===== config.mk =====
export PLATFORM = sky130hd
export DESIGN_NAME = fp_mul_arbiter
export DESIGN_NICKNAME = d
export VERILOG_FILES = /design/src/rtl/fp_mul_arbiter.sv
export SDC_FILE = /design/constraint.sdc
export NUM_CORES = 1
export LEC_CHECK = 0
export CORE_ASPECT_RATIO = 1.1
export CORE_MARGIN = 5
export CORE_UTILIZATION = 29
export DETAILED_ROUTE_END_ITERATION = 10
export PLACE_DENSITY = 0.87
export SYNTH_ARGS = -nofsm -noshare
export SYNTH_HDL_FRONTEND = slang
export SYNTH_SLANG_ARGS = --single-unit
export TNS_END_PERCENT = 20

===== constraint.sdc =====
create_clock -name clk -period 8.2 [get_ports clk]
set_clock_uncertainty 0.1 [all_clocks]
set_input_delay 1.23 -clock clk [delete_from_list [all_inputs] [get_ports clk]]
set_output_delay 1.23 -clock clk [all_outputs]
set_load 0.05 [all_outputs]

===== src/rtl/fp_mul_arbiter.sv =====
// fp_mul_arbiter: round-robin scheduler sharing one pipelined fp_mul among NREQ requesters.
// Latency: grant/operand mux is combinational; results return tagged LAT clocks after issue.
// Backpressure: req_ready is one-hot on the granted requester; results have none. Optional FP_MUL_ARB_STATS_EN adds an issue counter.
module fp_mul_arbiter #(
  parameter int WIDTH = 16,
  parameter int NREQ  = 4,
  parameter int LAT   = 4,
  parameter int ID_W  = 2
) (
  input  logic                        clk,
  input  logic                        rst_n,
`ifdef FP_MUL_ARB_STATS_EN
  input  logic                        stat_clr,
  output logic [31:0]                 stat_issue_cnt,
`endif
  input  logic [NREQ-1:0]             req_valid,
  output logic [NREQ-1:0]             req_ready,
  input  logic [NREQ*WIDTH-1:0]       req_a,
  input  logic [NREQ*WIDTH-1:0]       req_b,
  input  logic [NREQ*3-1:0]           req_rm,
  output logic [WIDTH-1:0]            mul_a,
  output logic [WIDTH-1:0]            mul_b,
  output logic [2:0]                  mul_rm,
  input  logic [WIDTH-1:0]            mul_result,
  output logic                        res_valid,
  output logic [ID_W-1:0]             res_id,
  output logic [WIDTH-1:0]            res_data,
  input  logic                        drain_req,
  output logic                        idle,
  output logic [$clog2(LAT+1)-1:0]    inflight
);

  localparam int CNT_W = $clog2(LAT+1);
  localparam logic [ID_W:0]   NREQ_X  = (ID_W+1)'(NREQ);
  localparam logic [ID_W-1:0] LAST_ID = ID_W'(NREQ-1);

  typedef enum logic [1:0] {ST_RUN, ST_DRAIN, ST_HALTED} state_t;

  state_t             r_state;
  logic               r_idle;
  logic [ID_W-1:0]    r_rr_ptr;
  logic [LAT-1:0]     r_tag_vld;
  logic [ID_W-1:0]    r_tag_id [LAT];
  logic [CNT_W-1:0]   r_inflight;

  logic [2*NREQ-1:0]  w_dbl;
  logic [NREQ-1:0]    w_rot;
  logic               w_found;
  logic [ID_W-1:0]    w_off;
  logic [ID_W:0]      w_sum;
  logic [ID_W-1:0]    w_gnt_id;
  logic               w_can_grant;
  logic               w_issue;
  logic [NREQ-1:0]    w_grant;

  // Grants are suppressed outside RUN and in the very cycle drain is requested.
  assign w_can_grant = (r_state == ST_RUN) && !drain_req;

  // Rotate the request vector so bit 0 is the requester at rr_ptr.
  assign w_dbl = {req_valid, req_valid};
  assign w_rot = w_dbl[r_rr_ptr +: NREQ];

  // Find the lowest set bit of the rotated vector (offset from rr_ptr).
  always_comb begin
    w_found = 1'b0;
    w_off   = '0;
    for (int k = NREQ-1; k >= 0; k--) begin
      if (w_rot[k]) begin
        w_found = 1'b1;
        w_off   = ID_W'(k);
      end
    end
  end

  // Map the offset back to an absolute requester index, wrapping at NREQ.
  assign w_sum    = {1'b0, r_rr_ptr} + {1'b0, w_off};
  assign w_gnt_id = (w_sum >= NREQ_X) ? ID_W'(w_sum - NREQ_X) : w_sum[ID_W-1:0];
  assign w_issue  = w_found && w_can_grant;
  assign w_grant  = w_issue ? (NREQ'(1) << w_gnt_id) : '0;
  assign req_ready = w_grant;

  // Operand mux: OR of the one-hot-selected lanes, all-zero with no grant.
  always_comb begin
    mul_a  = '0;
    mul_b  = '0;
    mul_rm = '0;
    for (int i = 0; i < NREQ; i++) begin
      if (w_grant[i]) begin
        mul_a  = mul_a  | req_a[i*WIDTH +: WIDTH];
        mul_b  = mul_b  | req_b[i*WIDTH +: WIDTH];
        mul_rm = mul_rm | req_rm[i*3 +: 3];
      end
    end
  end

  // Round-robin pointer moves just past the requester that was served.
  always_ff @(posedge clk or negedge rst_n) begin
    if (!rst_n) begin
      r_rr_ptr <= '0;
    end else if (w_issue) begin
      r_rr_ptr <= (w_gnt_id == LAST_ID) ? '0 : w_gnt_id + ID_W'(1);
    end
  end

  // Tag pipe tracks {valid, id} alongside the multiplier's internal stages.
  always_ff @(posedge clk or negedge rst_n) begin
    if (!rst_n) begin
      r_tag_vld <= '0;
      for (int i = 0; i < LAT; i++) r_tag_id[i] <= '0;
    end else begin
      r_tag_vld[0] <= w_issue;
      r_tag_id[0]  <= w_gnt_id;
      for (int i = 1; i < LAT; i++) begin
        r_tag_vld[i] <= r_tag_vld[i-1];
        r_tag_id[i]  <= r_tag_id[i-1];
      end
    end
  end

  // In-flight count: up on issue, down when a tagged result leaves the last stage.
  always_ff @(posedge clk or negedge rst_n) begin
    if (!rst_n) begin
      r_inflight <= '0;
    end else begin
      r_inflight <= r_inflight + CNT_W'(w_issue) - CNT_W'(r_tag_vld[LAT-1]);
    end
  end

  // Drain FSM with registered idle flag mirroring the HALTED state.
  always_ff @(posedge clk or negedge rst_n) begin
    if (!rst_n) begin
      r_state <= ST_RUN;
      r_idle  <= 1'b0;
    end else begin
      case (r_state)
        ST_RUN: begin
          r_idle <= 1'b0;
          if (drain_req) r_state <= ST_DRAIN;
        end
        ST_DRAIN: begin
          if (!drain_req) begin
            r_state <= ST_RUN;
            r_idle  <= 1'b0;
          end else if (r_inflight == '0) begin
            r_state <= ST_HALTED;
            r_idle  <= 1'b1;
          end
        end
        ST_HALTED: begin
          if (!drain_req) begin
            r_state <= ST_RUN;
            r_idle  <= 1'b0;
          end
        end
        default: begin
          r_state <= ST_RUN;
          r_idle  <= 1'b0;
        end
      endcase
    end
  end

  assign res_valid = r_tag_vld[LAT-1];
  assign res_id    = r_tag_id[LAT-1];
  assign res_data  = mul_result;
  assign idle      = r_idle;
  assign inflight  = r_inflight;

`ifdef FP_MUL_ARB_STATS_EN
  logic [31:0] r_stat_cnt;

  // Saturating issue counter; a clear wins over a coincident issue.
  always_ff @(posedge clk or negedge rst_n) begin
    if (!rst_n) begin
      r_stat_cnt <= '0;
    end else if (stat_clr) begin
      r_stat_cnt <= '0;
    end else if (w_issue && (r_stat_cnt != 32'hFFFF_FFFF)) begin
      r_stat_cnt <= r_stat_cnt + 32'd1;
    end
  end

  assign stat_issue_cnt = r_stat_cnt;
`endif

endmodule


==> impl_metrics.json, run 1 <==
{
  "synth_top_area_cell": "a22oi_1",
  "critPathBufInv": 4,
  "synth_area_leaders": "a22oi_1, dfrtp_1, a21oi_1",
  "maxSlewViolCount": 0,
  "cts_made_buffers": 3,
  "netlist_area_um2": 1890,
  "combPwrFrac_pct": 84.8,
  "min_path_type": "reg2reg",
  "postRouteAntennaNets": 0,
  "nFillCells": 517,
  "slowest_delay_ps": 840,
  "start_kind": "input port",
  "grt_use_met3_pct": 8.29,
  "ys_seq_area_share_pct": 26.5,
  "grt_pass1_vias": 2687,
  "yosysMostFrequentCell": "a22oi_1",
  "path_delay_family": "buffers and inverters",
  "drive_above_1_share_pct": 3.13,
  "finalHoldViolCount": 0,
  "setup_tns_ps": 0,
  "cts-root-buf": "clkbuf_8",
  "grt_max_degree": 40,
  "routabilityCongestion": 0.876,
  "cp-end-kind": "primary output",
  "clk_latency_ps": 250,
  "die_y_um": 94.6,
  "cp_max_fo": 23,
  "cts_setup_buffers": 0,
  "clk_pin_slew_ps": 60,
  "ys_types": 33,
  "wl_mm": 9.22,
  "die_w_um": 86.9,
  "slowest_stage": "clkdlybuf4s50_1",
  "layout_min_cycle_time_ps": 6550,
  "cap_violations": 0,
  "cts_buffer_depth": 2,
  "port_buffers": 192,
  "finalCritPeriodShare_pct": 79.8,
  "vias": 2496,
  "synth_seq_cells": 20,
  "syn-mean-instance-area_um2": 8.42,
  "grt_pass1_wl_mm": 13.3,
  "power_leakage_uw": 0.00140,
  "fmax_ghz": 0.153,
  "grtUsageMet1_pct": 22.3,
  "holdBufCountCts": 0,
  "synth_commonest_cells": "a22oi_1, a21oi_1, buf_4, dfrtp_1, clkbuf_1",
  "tritoncts": "done",
  "finalSetupViolCount": 0,
  "pwr_density_cell_nw_per_um2": 400,
  "yosys_most_used_dff": "dfrtp_1",
  "synth-edff-count": 0,
  "seq_area_um2": 500,
  "viasPerCell": 5.38,
  "hpwl_mm": 7.53,
  "intPower_uw": 626,
  "power_frac_clock_pct": 4.0,
  "drcViolationCount": 0,
  "cts_sinks": 20,
  "pre_cts_ws_ps": 1660,
  "status": "complete, no violations",
  "grt_antenna_before_repair": 0,
  "synthCells": 224,
  "grt_overflow": 0,
  "worstMarginPinSlew_ps": 837,
  "gr-max-usage-layer": "met2",
  "multi_input_area_um2": 1120,
  "finalNetCount": 557,
  "n_antenna_cell": 0,
  "synthArstFlopShare_pct": 100,
  "coreArea_um2": 6270,
  "synth_nets": 395,
  "netSwitchingPower_uw": 871,
  "critical_path_class": "in2out",
  "ir_drop_uv": 210,
  "firstDrtPassIters": 5,
  "swShare_pct": 58.2,
  "setup_ws_ps": 1650,
  "yosysTopAreaCellShare_pct": 27.9,
  "start_util_pct": 30.1,
  "required_ps": 6870,
  "crit_chain": "clkdlybuf4s50_1 > inv_1 > o21ai_0 > a21oi_1 > o31a_1 > ha_1 > xor2_1 > xnor2_1 > ha_1 > buf_4 > a22oi_1 > a21oi_1 > clkdlybuf4s50_1",
  "drt_iter0_markers": 95,
  "die-area_um2": 8220,
  "yosysWarningCount": 0,
  "area_delta_synth_final_pct": 98.5,
  "io_pins": 225,
  "grt_use_total_pct": 21.0,
  "rsz0062_at_grt": "no",
  "seqPwrFrac_pct": 11.2,
  "cp.arrival_ps": 5220,
  "cts-resized-gates": 0,
  "use_met2_pct": 38.8,
  "cts_max_level": 1,
  "wl_per_cell_um": 19.9,
  "max_slew_margin_pct": 44.0,
  "rows": 30
}
## path summary, 6_finish.rpt
path / start / to / slack [ps] / cells after the start
setup / recovery: req_valid[0] / mul_b[14] / 1650 / 13
hold / removal: r_tag_id[6]$_DFF_PN0_ / r_tag_id[4]$_DFF_PN0_ / 250 / 0
setup reg to reg: r_rr_ptr[1]$_DFFE_PN0P_ / r_rr_ptr[0]$_DFFE_PN0P_ / 5400 / 10
hold reg to reg: r_tag_id[6]$_DFF_PN0_ / r_tag_id[4]$_DFF_PN0_ / 250 / 0
max in group asynchronous: rst_n / r_tag_id[2]$_DFF_PN0_ / 6120 / 1
min in group asynchronous: rst_n / inflight[0]$_DFF_PN0_ / 1360 / 1
## power by group through the flow
stage | registers, uW | logic, uW | clock network [uW]
after floorplan | 190 | 860 | 0
after global placement | 166 | 1250 | 0
after detailed placement | 170 | 1270 | 0
after CTS | 169 | 1270 | 62.0
after global routing | 174 | 1360 | 67.5
final | 168 | 1270 | 59.8
## cell families after synthesis
logic type | synth area share, %
buffers and inverters | 14.1
flip-flops | 26.5
AND/OR/NAND/NOR | 7.70
AO/OA/AOI/OAI | 43.7
adder cells (fa/ha/maj) | 5.71
XOR/XNOR | 2.32
## state kept, by name, summed over array words and instances, names as in the netlist
signal / cells
r_tag_id: 6
r_tag_vld: 4
inflight: 3
r_rr_ptr: 2
r_state: 2
res_id: 2
idle: 1
## routing by layer
metal  wire length [um]  vias up
met5                  0        -
met4                111        0
met3               1010       14
met2               4790      148
met1               3310     1175
li1                   -     1159
## placed cells by master (no fill, tap or decap), types with 2 or more instances in the layout
cell and n:
a21oi_1 36, a22oi_1 70, and2_1 5, buf_4 5, clkbuf_8 3, clkdlybuf4s50_1 192, dfrtp_1 20, ha_1 7
inv_1 5, nand2_1 8, nand3b_1 2, nor2_1 3, nor3_1 2, nor3b_1 2, o21ai_0 4, xnor2_1 3
xor2_1 2
## worst register-to-register path: cells and delay by family, from the launching register on
kind	cells	cell delay (ps)
buffers and inverters	1	380
AOI/OAI and AO/OA	4	590
DFF	1	560
and+or+nand+nor	1	110
xor gates and xnor gates	2	550
adders and majority gates	2	400
## stage by stage
stage,util (%),cells,hold slack [ps],area [um2],total power [uW]
after CTS,59.7,464,255,3740,1500
final,59.7,464,254,3740,1500
after global routing,59.7,464,261,3740,1600
after global placement,59.1,461,232,3700,1410
after detailed placement,59.1,461,240,3700,1440
after floorplan,-,224,231,1890,1050
## final cells by class
type | count | share of cell area (%)
Clock buffer | 3 | 1.10
Inverter | 6 | 0.602
Multi-Input combinational cell | 158 | 29.9
Sequential cell | 20 | 13.4
Tap cell | 80 | 2.67
Timing Repair Buffer | 197 | 52.3
Note: power is estimated with default switching activity, not from simulation.
==> inputs of run 2 (changes only) <==
Settings changed: CORE_UTILIZATION 29 to 24, PLACE_DENSITY 0.87 to 0.77.
Clock period 8.2 ns to 5.54 ns, I/O delays scaled along.
==> run 2 against run 1 <==
Clock-buffer cell count stayed put; register-to-register slack lost 2600 ps; final cell count rose by 6.5%; utilization is 6.0 points lower; critical endpoint is now mul_b[1].
==> impl_metrics.json, run 2 (synthesized netlist as in run 1, its figures left out) <==
{
  "final_common_cell": "clkdlybuf4s50_1",
  "wl_mm": 9.16,
  "slowest_delay_ps": 610,
  "hpwl_mm": 7.53,
  "coreArea_um2": 7780,
  "worstMarginPinSlew_ps": 857,
  "postRouteAntennaNets": 0,
  "finalCritPeriodShare_pct": 90.6,
  "grt_antenna_before_repair": 0,
  "ir_drop_uv": 332,
  "power_leakage_uw": 0.00160,
  "grt_overflow": 0,
  "start_kind": "input port",
  "pre_cts_ws_ps": 489,
  "cap_violations": 0,
  "viasPerCell": 5.05,
  "layout_min_cycle_time_ps": 5020,
  "cts_buffer_depth": 2,
  "final_cell_mix": "clkdlybuf4s50_1, a22oi_1, buf_12",
  "port_buffers": 192,
  "tritoncts": "done",
  "drt_iter0_markers": 81,
  "grt_use_total_pct": 17.8,
  "path_delay_family": "buffers and inverters",
  "min_path_type": "reg2reg",
  "finalSetupViolCount": 0,
  "pwr_density_cell_nw_per_um2": 602,
  "die-area_um2": 9730,
  "n_antenna_cell": 0,
  "seq_area_um2": 500,
  "multi_input_area_um2": 1120,
  "cp_max_fo": 16,
  "rows": 34,
  "die_w_um": 94.5,
  "io_pins": 225,
  "holdBufCountCts": 0,
  "vias": 2493,
  "grt_pass1_wl_mm": 13.5,
  "finalNetCount": 559,
  "slowest_stage": "clkdlybuf4s50_1",
  "finalHoldViolCount": 0,
  "clk_latency_ps": 260,
  "wl_per_cell_um": 18.6,
  "nFillCells": 691,
  "cts_sinks": 20,
  "start_util_pct": 24.2,
  "cts-resized-gates": 0,
  "critPathBufInv": 4,
  "setup_ws_ps": 521,
  "critical_path_class": "in2out",
  "drcViolationCount": 0,
  "cts_setup_buffers": 0,
  "max_slew_margin_pct": 42.7,
  "die_y_um": 103,
  "cp-end-kind": "primary output",
  "grt_pass1_vias": 2661,
  "required_ps": 4610,
  "firstDrtPassIters": 4,
  "largest_reg_flops": 6,
  "area_delta_synth_final_pct": 122,
  "regMostFlops": "r_tag_id",
  "status": "complete, no violations",
  "routabilityCongestion": 0.853,
  "cts_max_level": 1,
  "clk_pin_slew_ps": 70,
  "maxSlewViolCount": 0,
  "grt_max_degree": 41,
  "fmax_ghz": 0.199,
  "cp.arrival_ps": 4090,
  "crit_chain": "clkdlybuf4s50_1 > inv_1 > o21ai_0 > a21oi_1 > o31a_1 > ha_1 > xor2_1 > xor2_1 > ha_1 > buf_4 > a22oi_1 > a21oi_1 > buf_12",
  "cts_made_buffers": 3,
  "rsz0062_at_grt": "no",
  "cts-root-buf": "clkbuf_8",
  "setup_tns_ps": 0,
  "drive_above_1_share_pct": 13.7
}
## run 2: cell types whose count changed in the layout (fill, tap and decap cells not counted), sizes merged
cell / change
buf: +41
clkdlybuf4s50: -39
## run 2: where the power goes
part           switching [uW]  total (uW)  internal (uW)
Sequential               43.2         247            204
Clock                    43.7        92.1           48.4
Combinational            1250        2180            928
## run 2: worst paths after layout
kind | from | cells after the start | end | slack, ps
worst max-delay path | req_valid[0] | 13 | mul_b[1] | 520
worst min-delay path | r_tag_id[2]$_DFF_PN0_ | 0 | res_id[0]$_DFF_PN0_ | 250
worst max register to register | r_state[1]$_DFFE_PN0P_ | 10 | inflight[2]$_DFF_PN0_ | 2820
worst min register to register | r_tag_id[2]$_DFF_PN0_ | 0 | res_id[0]$_DFF_PN0_ | 250
max in group asynchronous | rst_n | 1 | res_id[1]$_DFF_PN0_ | 3850
min in group asynchronous | rst_n | 1 | res_id[0]$_DFF_PN0_ | 960
## run 2: area by class of cell
cell class / instances / area share, %
repair buffers: 199 / 56.5
multi-input cells: 158 / 26.8
flip-flops and latches: 20 / 12.0
well taps: 108 / 3.23
clock buffers: 3 / 0.987
inverters: 6 / 0.538
## run 2: metal layers
metal	GRT usage [%]	routed length, um	part of all wire [%]	up-vias
li1	-	-	-	1165
met5	0	0	0	-
met3	7.59	998	11	22
met4	6.44	267	2.9	0
met1	18.7	3010	33	1179
met2	31.7	4880	53	127
## run 2: per-stage QoR
step	hold slack, ps	cells	utilization, %	total power, uW	cell area [um2]
after floorplan	231	224	-	1550	1890
after CTS	251	494	53.7	2540	4180
after global routing	256	494	53.7	2680	4180
final	250	494	53.7	2520	4180
after global placement	233	491	53.2	2410	4140
after detailed placement	236	491	53.2	2440	4140
